--- config.mk ---
export PLATFORM = sky130hd
export DESIGN_NAME = serial_add_ctrl
export DESIGN_NICKNAME = d
export VERILOG_FILES = /design/src/rtl/serial_add_ctrl.sv
export SDC_FILE = /design/constraint.sdc
export NUM_CORES = 1
export LEC_CHECK = 0
export CAP_MARGIN = 20
export CELL_PAD_IN_SITES_DETAIL_PLACEMENT = 1
export CELL_PAD_IN_SITES_GLOBAL_PLACEMENT = 2
export CORE_MARGIN = 1.5
export CORE_UTILIZATION = 38
export CTS_CLUSTER_DIAMETER = 120
export DETAILED_ROUTE_END_ITERATION = 10
export MAX_ROUTING_LAYER = met4
export PLACE_DENSITY_LB_ADDON = 0.12
export RECOVER_POWER = 50
export REMOVE_ABC_BUFFERS = 1
export SLEW_MARGIN = 20
export SYNTH_ARGS = -nofsm -noshare
export SYNTH_HDL_FRONTEND = slang
export SYNTH_SLANG_ARGS = --single-unit
--- constraint.sdc ---
create_clock -name clk -period 4.3 [get_ports clk]
set_clock_uncertainty 0.15 [all_clocks]
set_input_delay 0.86 -clock clk [delete_from_list [all_inputs] [get_ports clk]]
set_output_delay 0.86 -clock clk [all_outputs]
set_load 0.05 [all_outputs]
--- src/rtl/serial_add_ctrl.sv ---
// Bit-serial add/subtract sequencer: one full-adder cell is reused LSB-first
// over WIDTH clocks, with a carry flip-flop between bits and a start/busy/done handshake.
module serial_add_ctrl #(
  parameter  int WIDTH = 8,
  localparam int CNT_W = $clog2(WIDTH)
) (
  input  logic             clk,
  input  logic             rst,
  input  logic             start,
  input  logic             op_sub,
  input  logic [WIDTH-1:0] a_in,
  input  logic [WIDTH-1:0] b_in,
  output logic             busy,
  output logic             done,
  output logic [WIDTH-1:0] sum_out,
  output logic             cout,
  output logic             ovf
);

  typedef enum logic [1:0] {
    S_IDLE = 2'd0,
    S_RUN  = 2'd1,
    S_DONE = 2'd2
  } state_t;

  function automatic logic fa_sum(input logic a, input logic b, input logic c);
    return a ^ b ^ c;
  endfunction

  function automatic logic fa_carry(input logic a, input logic b, input logic c);
    return (a & b) | (a & c) | (b & c);
  endfunction

  state_t           r_state;
  state_t           w_state_nxt;
  logic [WIDTH-1:0] r_a;
  logic [WIDTH-1:0] r_b;
  logic [WIDTH-1:0] r_res;
  logic [CNT_W-1:0] r_cnt;
  logic             r_carry;
  logic             r_cmsb;
  logic [WIDTH-1:0] r_sum;
  logic             r_cout;
  logic             r_ovf;
  logic             r_done;

  logic             w_x;
  logic             w_y;
  logic             w_last;
  logic             w_pre_last;

  assign w_x        = fa_sum(r_a[0], r_b[0], r_carry);
  assign w_y        = fa_carry(r_a[0], r_b[0], r_carry);
  assign w_last     = (r_cnt == CNT_W'(WIDTH - 1));
  assign w_pre_last = (r_cnt == CNT_W'(WIDTH - 2));

  // State register
  always_ff @(posedge clk or posedge rst) begin
    if (rst) begin
      r_state <= S_IDLE;
    end else begin
      r_state <= w_state_nxt;
    end
  end

  // Next-state logic
  always_comb begin
    w_state_nxt = r_state;
    case (r_state)
      S_IDLE: begin
        if (start) begin
          w_state_nxt = S_RUN;
        end else begin
          w_state_nxt = S_IDLE;
        end
      end
      S_RUN: begin
        if (w_last) begin
          w_state_nxt = S_DONE;
        end else begin
          w_state_nxt = S_RUN;
        end
      end
      S_DONE:  w_state_nxt = S_IDLE;
      default: w_state_nxt = S_IDLE;
    endcase
  end

  // Operand shift registers, carry FF, bit counter and result assembly
  always_ff @(posedge clk or posedge rst) begin
    if (rst) begin
      r_a     <= {WIDTH{1'b0}};
      r_b     <= {WIDTH{1'b0}};
      r_res   <= {WIDTH{1'b0}};
      r_cnt   <= {CNT_W{1'b0}};
      r_carry <= 1'b0;
      r_cmsb  <= 1'b0;
    end else begin
      case (r_state)
        S_IDLE: begin
          if (start) begin
            // Subtraction is a + ~b + 1: the +1 enters as the initial carry.
            r_a     <= a_in;
            r_b     <= op_sub ? ~b_in : b_in;
            r_carry <= op_sub;
            r_cnt   <= {CNT_W{1'b0}};
          end else begin
            r_a     <= r_a;
            r_b     <= r_b;
            r_carry <= r_carry;
            r_cnt   <= r_cnt;
          end
        end
        S_RUN: begin
          r_a     <= {1'b0, r_a[WIDTH-1:1]};
          r_b     <= {1'b0, r_b[WIDTH-1:1]};
          r_res   <= {w_x, r_res[WIDTH-1:1]};
          r_carry <= w_y;
          r_cnt   <= r_cnt + CNT_W'(1);
          if (w_pre_last) begin
            r_cmsb <= w_y;
          end else begin
            r_cmsb <= r_cmsb;
          end
        end
        S_DONE: begin
          r_cnt <= r_cnt;
        end
        default: begin
          r_cnt <= {CNT_W{1'b0}};
        end
      endcase
    end
  end

  // Result/flag output registers, updated on the final RUN edge only
  always_ff @(posedge clk or posedge rst) begin
    if (rst) begin
      r_sum  <= {WIDTH{1'b0}};
      r_cout <= 1'b0;
      r_ovf  <= 1'b0;
      r_done <= 1'b0;
    end else begin
      if ((r_state == S_RUN) && w_last) begin
        r_sum  <= {w_x, r_res[WIDTH-1:1]};
        r_cout <= w_y;
        r_ovf  <= r_cmsb ^ w_y;
        r_done <= 1'b1;
      end else begin
        r_sum  <= r_sum;
        r_cout <= r_cout;
        r_ovf  <= r_ovf;
        r_done <= 1'b0;
      end
    end
  end

  assign busy    = (r_state != S_IDLE);
  assign done    = r_done;
  assign sum_out = r_sum;
  assign cout    = r_cout;
  assign ovf     = r_ovf;

endmodule
**Yosys cells after proc, flatten, opt, wreduce, memory -nomap -nowiden**

Cells that the tools add are included.

- Register bits after elaboration: 42
- Latch bits: 0
- Bits in writable memories: 0
- ROM bits: 0
- Bits of input ports: 20
- Output and inout bits: 12
- Word-level logic and storage cells: 47
- Memories kept: 0

- Add/subtract/negate cells: 1
- Multiply operators: 0
- Div/mod/pow operators: 0
- Magnitude comparators: 0
- Eq/ne operators: 5
- Shift-type cells: 0
- Muxes and demuxes: 13
- Bitwise operators: 10
- Reduce and logical (&&, ||, !) cells: 7

Operator list:

| kind | count |
|---|---|
| $pmux W8 S2 | 2 |
| $mux W8 | 3 |
| $pmux W3 S3 | 1 |
| $not A8 Y8 | 1 |
| $eq A3 B3 Y1 const B | 2 |
| $reduce_and A2 Y1 | 3 |
| $pmux W2 S2 | 1 |
| $reduce_bool A2 Y1 | 2 |
| $add A3 B1 Y3 const B | 1 |
| $and A1 B1 Y1 | 3 |
| $mux W1 | 3 |
| $mux W3 | 1 |
| $xor A1 B1 Y1 | 3 |
| $eq A2 B1 Y1 const B | 1 |
| $eq A2 B2 Y1 const B | 1 |
| $logic_not A2 Y1 | 1 |
| $mux W2 | 1 |
| $ne A2 B2 Y1 const B | 1 |
| $or A1 B1 Y1 | 2 |
| $pmux W1 S2 | 1 |
| $logic_and A1 B1 Y1 | 1 |
| $not A1 Y1 | 1 |

**Longest topological paths before layout**

Gate-level depths: netlist (run 1).

- Depth in word-level cells: 4
- Depth in mapped cells: 6
- Depth with buffers taken out: 5

**Worst setup path after synthesis (run 1)**

Ideal clock, no wire load.

- Path kind: register -> output
- From: reg r_state[0]
- To: out busy
- Data arrival time: 0.919 ns
- Data required time: 3.290 ns
- Setup slack: 2.371 ns
- Cell stages (with the launch flop): 3
- Path through: dfrtp_1 -> buf_6 -> or2_2

- Cells in the longest elaborated chain, start to end: 1

RTL lines:

| item | RTL line | text |
|---|---|---|
| from (decl) | 34 | `state_t r_state;` |
| from (signal assigned) | 62 | `r_state <= w_state_nxt;` |
| $reduce_bool A2 Y1 | 158 | `assign busy = (r_state != S_IDLE);` |
| to (decl) | 13 | `output logic busy,` |

No other way between the ends.

==> summary by stage, run 1 <==
Run status
The flow ran to the end, but the final reports show violations. The final reports fail on max-capacitance violations, max-slew violations.

Floorplan
The number of top-level pins is 32. The count of standard-cell rows is 25. The total die area is 5320 um2. The region available for standard cell placement spans 4720 um2. The horizontal die dimension is 73.0 um. The die extent in y is about 73 um. The initial standard-cell utilization of the core is 39.4%.

Worst setup path
The type of element launching the critical path is a primary input. STA puts the critical path data required time at about 4 ns. The critical path is of the primary input to asynchronous set/reset pin type. The signal arrival time at the worst endpoint is 3.07 ns. Setup slack on the worst reg-to-reg path comes out at 2.02 ns. The startpoint of the worst register-to-register path is r_state[0]. The critical path startpoint is rst. The biggest fanout along the worst timing path is roughly 40.

The sort of element at the end of the critical path is an asynchronous set/reset pin.

Logic synthesis
For this run, the leading register cell type out of synthesis is sky130_fd_sc_hd__dfrtp_1. Sorting the synthesized cells by area gives the leading types as sky130_fd_sc_hd__dfrtp_1, sky130_fd_sc_hd__mux2_2, sky130_fd_sc_hd__mux2_4. The distinct cell type count of the synthesized netlist is 30. In the synthesized netlist, the cells that appear most often are sky130_fd_sc_hd__dfrtp_1, sky130_fd_sc_hd__mux2_2, sky130_fd_sc_hd__nand2_1.

The fraction of synthesized cell area taken by the top area cell type is 55.2%. The cell count after synthesis came out at 143. The synthesis-stage register bit count is ~40. The combinational family with the most area after synthesis is compound AO/OA/AOI/OAI gates. The simple-gate portion of the synthesized area is just over 8%. Sequential elements use 55.2% of the synthesized area. The biggest area contributor in the post-synthesis netlist is sky130_fd_sc_hd__dfrtp_1. The proportion of register bits with asynchronous set or reset after synthesis is 100%.

The most repeated cell in the gate-level netlist after synthesis is sky130_fd_sc_hd__dfrtp_1. The synthesized netlist devotes 12.7% of its cell area to compound gates. The adder-cell share of the synthesized area is 3.10%. Yosys printed 0 warnings.

The synthesized design contains 0 enable-type register cells. In the synthesized netlist, mux cells make up 12.1% of the area. The post-synth design cell area is between 1500 and 2000 um2. A synthesized cell averages 13.0 um2. Of the total synthesized cell area, the portion taken by XOR and XNOR cells is 4.24%.

Finish
The growth of design area from synthesis to finish is 23.6%. 0 antenna diodes ended up in the layout. For this run, the post-layout net count is 198. Cells with a size suffix above 1 make up about 17% of the layout.

Pwr
Dividing total power by cell area gives a power density of 758 nW/um2. Per report_power, the combinational group accounts for 42.1% of the total. The switching share of total power is 37.7%. The portion of total power attributed to the clock network is 18.5%. Registers are responsible for 39.4% of the overall power. The design draws 0.00174 W.

The largest vdd supply drop is 282 uV. The internal power of the cells totals 0.00109 W. The analysis attributes to cell leakage a power of about 1.1 nW. The switching power is 0.000656 W.

Global route
The number of global-route vias before repair is 1,250. For this run the aggregate overflow at the end of global routing stands at 0. The global-route wire length before repair is about 6300 um.

The overall routing resource usage is 16.3%. The maximum number of pins on one net before global-route repair is 42. The number of antenna violations at the first check in global routing is 0.

Clock network
Clock tree synthesis found a total of 41 sinks. The root buffer selected by CTS is sky130_fd_sc_hd__clkbuf_8. After clock tree synthesis, the clock-pin slew on the worst setup and hold paths is 0.07 ns.

TritonCTS built the clock tree. The number of buffers created by CTS is 5. The insertion delay to the later sink of the worst-skew pair is 0.29 ns. The number of levels the H-tree was split into is 2.

Buffers inserted to repair hold after CTS numbered 0. The longest clock path from root to sink contains 2 buffers. The number of post-CTS setup repair buffers is 0. The number of cells upsized or downsized after cts is 0.

Route
The first routing iteration left 37 violations. After detailed routing, the total wire length is approximately 3800 um. Using the TritonRoute via totals, the vias-per-cell ratio works out to 5.14. The remaining routing DRC violations is 0. The detail route stage leaves a number of antenna-violating nets equal to 0. The wire length per cell is approximately 16 um. The number of iterations in the first detailed-routing pass is 4. For this block, the via count after detailed routing is roughly 1,200.

Timing
The highest clock frequency the design can meet is 0.304 GHz. Setup violations remaining at the end of the flow were counted as 0. Across all hold checks on the routed design, the worst slack comes to 0.338 ns. The tightest slew margin relative to the limit is -51.1%. Setup repair after global routing left no endpoint under its margin. The total count of hold-check failures in the final report is 0. The total negative setup slack is 0 ns. The final critical path time including I/O delays and setup is between 3 and 4 ns. The number of max-slew violations in the final report came to 42. For the pin with the worst max-slew slack, the measured transition is about 2.3 ns. After layout, the worst path uses 76.4% of the clock period.

Placed design
The half-perimeter wire length of the detailed placement result is 2540 um. The last weighted congestion value of the routability-driven placer is between 0.7 and 0.8. The number of buffer cells added on primary ports is 31.

Job
Max-cap violations in this run came to 1.

Min path
The tightest min-delay check is of the flip-flop to flip-flop type. The worst min-delay path startpoint is r_a[6].
-- routing by layer --
layer | vias to the layer above | GRT usage, % | part of all wire [%]
met5 | - | - | 0
met4 | 0 | 6.29 | 1.7
met3 | 7 | 4.28 | 3.9
met2 | 29 | 24.7 | 48
met1 | 645 | 21.0 | 46
li1 | 563 | - | -
-- final cells by class --
cell class                 count  area [um2]
multi-input combinational     88         734
sequential                    41        1030
tap                           67        83.8
fill                         496        2430
clock buffer                   7        86.3
timing repair buffer          32         314
inverter                       6        22.5
clock inverter                 1        30.0
-- worst max-delay path, cell delays in order --
cell                            delay [ns]
sky130_fd_sc_hd__dlygate4sd3_1        0.53
sky130_fd_sc_hd__inv_1                0.05
sky130_fd_sc_hd__clkbuf_1             1.61
-- stage by stage --
stage,utilization (%),std cells,cell area (um2),setup WS (ns)
6_report,48.6,242,2300,1.01
4_1_cts,49.0,242,2310,1.11
3_5_place_dp,46.5,234,2200,1.45
5_1_grt,48.6,242,2300,0.580
2_1_floorplan,-,135,1800,2.26
3_3_place_gp,46.5,234,2200,1.48
-- sequential cells by signal (all words and copies together), names as in the netlist --
signal	cells
r_cnt	3
r_res	7
cout	1
r_cmsb	1
sum_out	8
r_b	8
done	1
ovf	1
r_state	2
r_a	8
r_carry	1
-- cell usage in the layout (no fill, tap or decap), drive strengths merged, types with 3 or more instances in the layout --
cell	count
a22oi	8
a221o	7
clkdlybuf4s50	29
ha	3
mux2	18
and3	6
inv	6
o21ai	10
dfrtp	41
a22o	3
xor2	7
clkbuf	8
nand2	11
-- power by group through the flow --
stage	combinational (W)	clock (W)	sequential [W]
after floorplan	0.000369	0	0.000825
after global placement	0.000718	0	0.000679
after detailed placement	0.000745	0	0.000695
after CTS	0.000749	0.000332	0.000688
after global routing	0.000794	0.000346	0.000713
final	0.000733	0.000323	0.000686
-- worst paths after layout --
path                              end  cells after the start
max                            r_a[7]                      3
min                            r_a[6]                      2
max reg2reg                      cout                      2
min reg2reg                    r_a[6]                      2
max in group clk                 busy                      2
min in group asynchronous  sum_out[4]                      3
-- cell families after synthesis --
| family | after synthesis |
|---|---|
| flip-flops | 41 |
| AO/OA/AOI/OAI | 31 |
| AND/OR/NAND/NOR | 26 |
| multiplexers | 18 |
| buffers and inverters | 14 |
| XOR/XNOR | 9 |
| adder cells (fa/ha/maj) | 4 |
(Power assumes the default switching activity.)
==> run 2: changes to the inputs <==
- CORE_UTILIZATION: 38 -> 32
- clock period: 4.3 -> 2.9 ns (I/O delays scaled with it)
==> run 2 against run 1 <==
Net effect:
- wire length is 1.6% lower
- the flow now finishes without violations
- sequential share of layout area is 0.15 points lower
- cell count is 2.9% higher
- global-route usage is 2.0 points lower
- non-clock buffer count is 2 higher
- die area is 18% higher
- critical path depth is 1 lower
- flip-flop and latch count stayed put
- clock-buffer cell count stayed put
- register-to-register slack worse by 1.3 ns
- critical endpoint is now busy
- cell area is 0.33% higher
- core utilization is 7.0 points lower
==> summary by stage, run 2 (synthesized netlist as in run 1, its figures left out) <==
Timing
The total negative setup slack is 0 ns (unchanged). The pin slew with the least headroom to its limit is 1.33 ns (was 2.27 ns). The post-route clock period utilization is a little under nine tenths. The final critical path time including I/O delays and setup is 2.48 ns. Setup repair after global routing missed its margin: false (unchanged). The total count of hold-check failures in the final report is 0 (unchanged).

The number of max-slew violations in the final report is 0 (was 42). The count of endpoints failing setup in the final report is 0 (unchanged). Based on the critical path, the design can be clocked at up to 0.404 GHz. The tightest slew margin relative to the limit was 11.4% (was -51.1%).

Global route
The number of global-route vias before repair is 1,356 (was 1,250). The number of antenna violations at the first check in global routing is 0 (unchanged). The overall routing resource usage is 14.3% (was 16.3%). The remaining global-route overflow was 0 (unchanged). The global-route wire length before repair is 6730 um (was 6310 um). The maximum number of pins on one net before global-route repair is 42 (unchanged).

Route
The number of iterations in the first detailed-routing pass was 4 (unchanged). The via count of the routed design was 1,220 (was 1,244). The overall routed net length is 3730 um (was 3800 um). The wire length per cell is 15.0 um (was 15.7 um).

The remaining routing DRC violations is 0 (unchanged). The via-per-instance ratio is 4.90 (was 5.14). The post-detailed-route count of antenna-violating nets is 0 (unchanged). The initial DRC count came to 24 (was 37).

Floorplan
The horizontal die dimension came to 79.2 um (was 73.0 um). The die extent in y was 79.2 um (was 73.0 um). The count of standard-cell rows is 27 (was 25). The total die area is 6280 um2 (was 5320 um2). The core area came to 5540 um2 (was 4720 um2). The initial standard-cell utilization of the core was 33.6% (was 39.4%). The number of top-level pins was 32 (unchanged).

Worst setup path
The sort of element at the end of the critical path is an output pin (was asynchronous set/reset pin). The type of element launching the critical path is a flip-flop (was primary input). The signal arrival time at the worst endpoint was 1.75 ns (was 3.07 ns). The required time reported for the critical path endpoint came to 2.17 ns (was 4.09 ns). The critical path class is flip-flop to output pin (was primary input to asynchronous set/reset pin). The biggest fanout along the worst timing path is 6 (was 41).

Finish
The growth of design area from synthesis to finish is 24.0% (was 23.6%). The footprint of the flip-flops and latches came to 1030 um2 (unchanged). The final-stage net count was 200 (was 198). Most frequent cells in the layout: sky130_fd_sc_hd__dfrtp_1, sky130_fd_sc_hd__clkdlybuf4s50_1, sky130_fd_sc_hd__mux2_2, sky130_fd_sc_hd__nand2_1 (unchanged). The area of the multi-input gates is 719 um2 (was 734 um2). The leading cell type in the layout, fill and taps excluded is sky130_fd_sc_hd__dfrtp_1 (unchanged).

The total non-filler cell area in the finished layout is 2300 um2 (about the same). The number of filler cells placed in the layout was 600 (was 496). The fraction of final layout cells sized beyond drive strength 1 was 17.5% (was 17.1%).

The number of antenna repair diodes came to 0 (unchanged).

Placed design
The number of buffer cells added on primary ports is 31 (unchanged). The placement-stage cell area is 2220 um2 (was 2200 um2). The half-perimeter wire length of the detailed placement result was 2540 um (about the same). The last weighted congestion value of the routability-driven placer came to 0.756 (was 0.760).

Pwr
The largest vdd supply drop is 404 uV (was 282 uV). The power density over cell area came to 1110 nW/um2 (was 758 nW/um2). The leakage power summed over all cells is 1.06 nW (was 1.05 nW).

Clock network
The clock transition at the register clock pins on the worst setup and hold paths after CTS was 0.07 ns (about the same). The number of levels the H-tree was split into came to 2 (unchanged). The number of buffers created by CTS was 5 (unchanged). The number of clock sinks is 41 (unchanged).

The CTS tree was done (unchanged). The insertion delay to the later sink of the worst-skew pair is 0.29 ns (about the same). The number of buffers added to fix hold violations after cts is 0 (unchanged). The number of cells upsized or downsized after cts is 0 (unchanged). The root buffer selected by CTS is sky130_fd_sc_hd__clkbuf_8 (unchanged).

The number of post-CTS setup repair buffers came to 0 (unchanged). The buffer depth of the longest clock path came to 2 (unchanged).

Min path
The class of the tightest hold or removal check is flip-flop to flip-flop (unchanged).

Run status
Outcome: complete, no violations (was complete, but fails checks).

Job
The number of max-cap violations is 0 (was 1).
==> run 2: cell count changes in the layout (fill, tap and decap cells not counted) <==
cell / previous run / this run
sky130_fd_sc_hd__buf_4: 0 / 2
sky130_fd_sc_hd__clkdlybuf4s50_1: 29 / 30
sky130_fd_sc_hd__mux2_4: 6 / 5
sky130_fd_sc_hd__dlygate4sd3_1: 2 / 1
sky130_fd_sc_hd__o21bai_1: 0 / 1
sky130_fd_sc_hd__clkbuf_1: 2 / 1
sky130_fd_sc_hd__mux2_1: 0 / 1
sky130_fd_sc_hd__clkbuf_2: 0 / 1
sky130_fd_sc_hd__o21bai_4: 1 / 0
==> run 2: cell type report <==
class	instances	area share (%)
multi-input cells	88	31.2
well taps	72	3.91
inverters	6	0.977
clock inverters	1	1.30
clock buffers	7	3.75
flip-flops and latches	41	44.5
repair buffers	34	14.3
==> run 2: metal layers <==
| layer | track usage (%) | vias up | share of wire, % |
|---|---|---|---|
| li1 | - | 568 | - |
| met1 | 17.3 | 614 | 44 |
| met2 | 23.6 | 32 | 50 |
| met3 | 3.79 | 6 | 4.0 |
| met4 | 4.21 | 0 | 1.4 |
| met5 | - | - | 0 |
==> run 2: path summary, 6_finish.rpt <==
check,start,to,slack [ns],cells past startpoint
hold / removal,r_a[3],r_a[3],0.34,2
hold reg to reg,r_a[3],r_a[3],0.34,2
setup / recovery,r_state[1],busy,0.42,2
setup reg to reg,r_state[0],r_b[5],0.70,3
min in group asynchronous,rst,done,0.90,3
max in group asynchronous,rst,r_b[7],1.08,3
==> run 2: critical path: stages, from the launching register on <==
cell	delay [ns]
sky130_fd_sc_hd__dfrtp_1	0.43
sky130_fd_sc_hd__or2_2	0.32
sky130_fd_sc_hd__clkdlybuf4s50_1	0.71
==> run 2: metrics by stage <==
| stage | power (W) | util (%) | instances | hold WS (ns) | setup slack [ns] |
|---|---|---|---|---|---|
| global route | 0.00274 | 41.6 | 249 | 0.378 | 0.347 |
| global placement | 0.00210 | 40.0 | 241 | 0.313 | 0.749 |
| floorplan | 0.00177 | - | 135 | 0.301 | 1.12 |
| CTS | 0.00262 | 42.1 | 249 | 0.343 | 0.402 |
| detailed placement | 0.00214 | 40.0 | 241 | 0.326 | 0.696 |
| finish | 0.00256 | 41.6 | 249 | 0.339 | 0.422 |
==> run 2: report_power, final <==
group          leakage [nW]  internal, W  switching, W  total (W)
registers             0.517     0.000821      0.000147   0.000968
clock network        0.0585     0.000281      0.000189   0.000470
logic                 0.480     0.000506      0.000611    0.00112
total                  1.06      0.00161      0.000948    0.00256
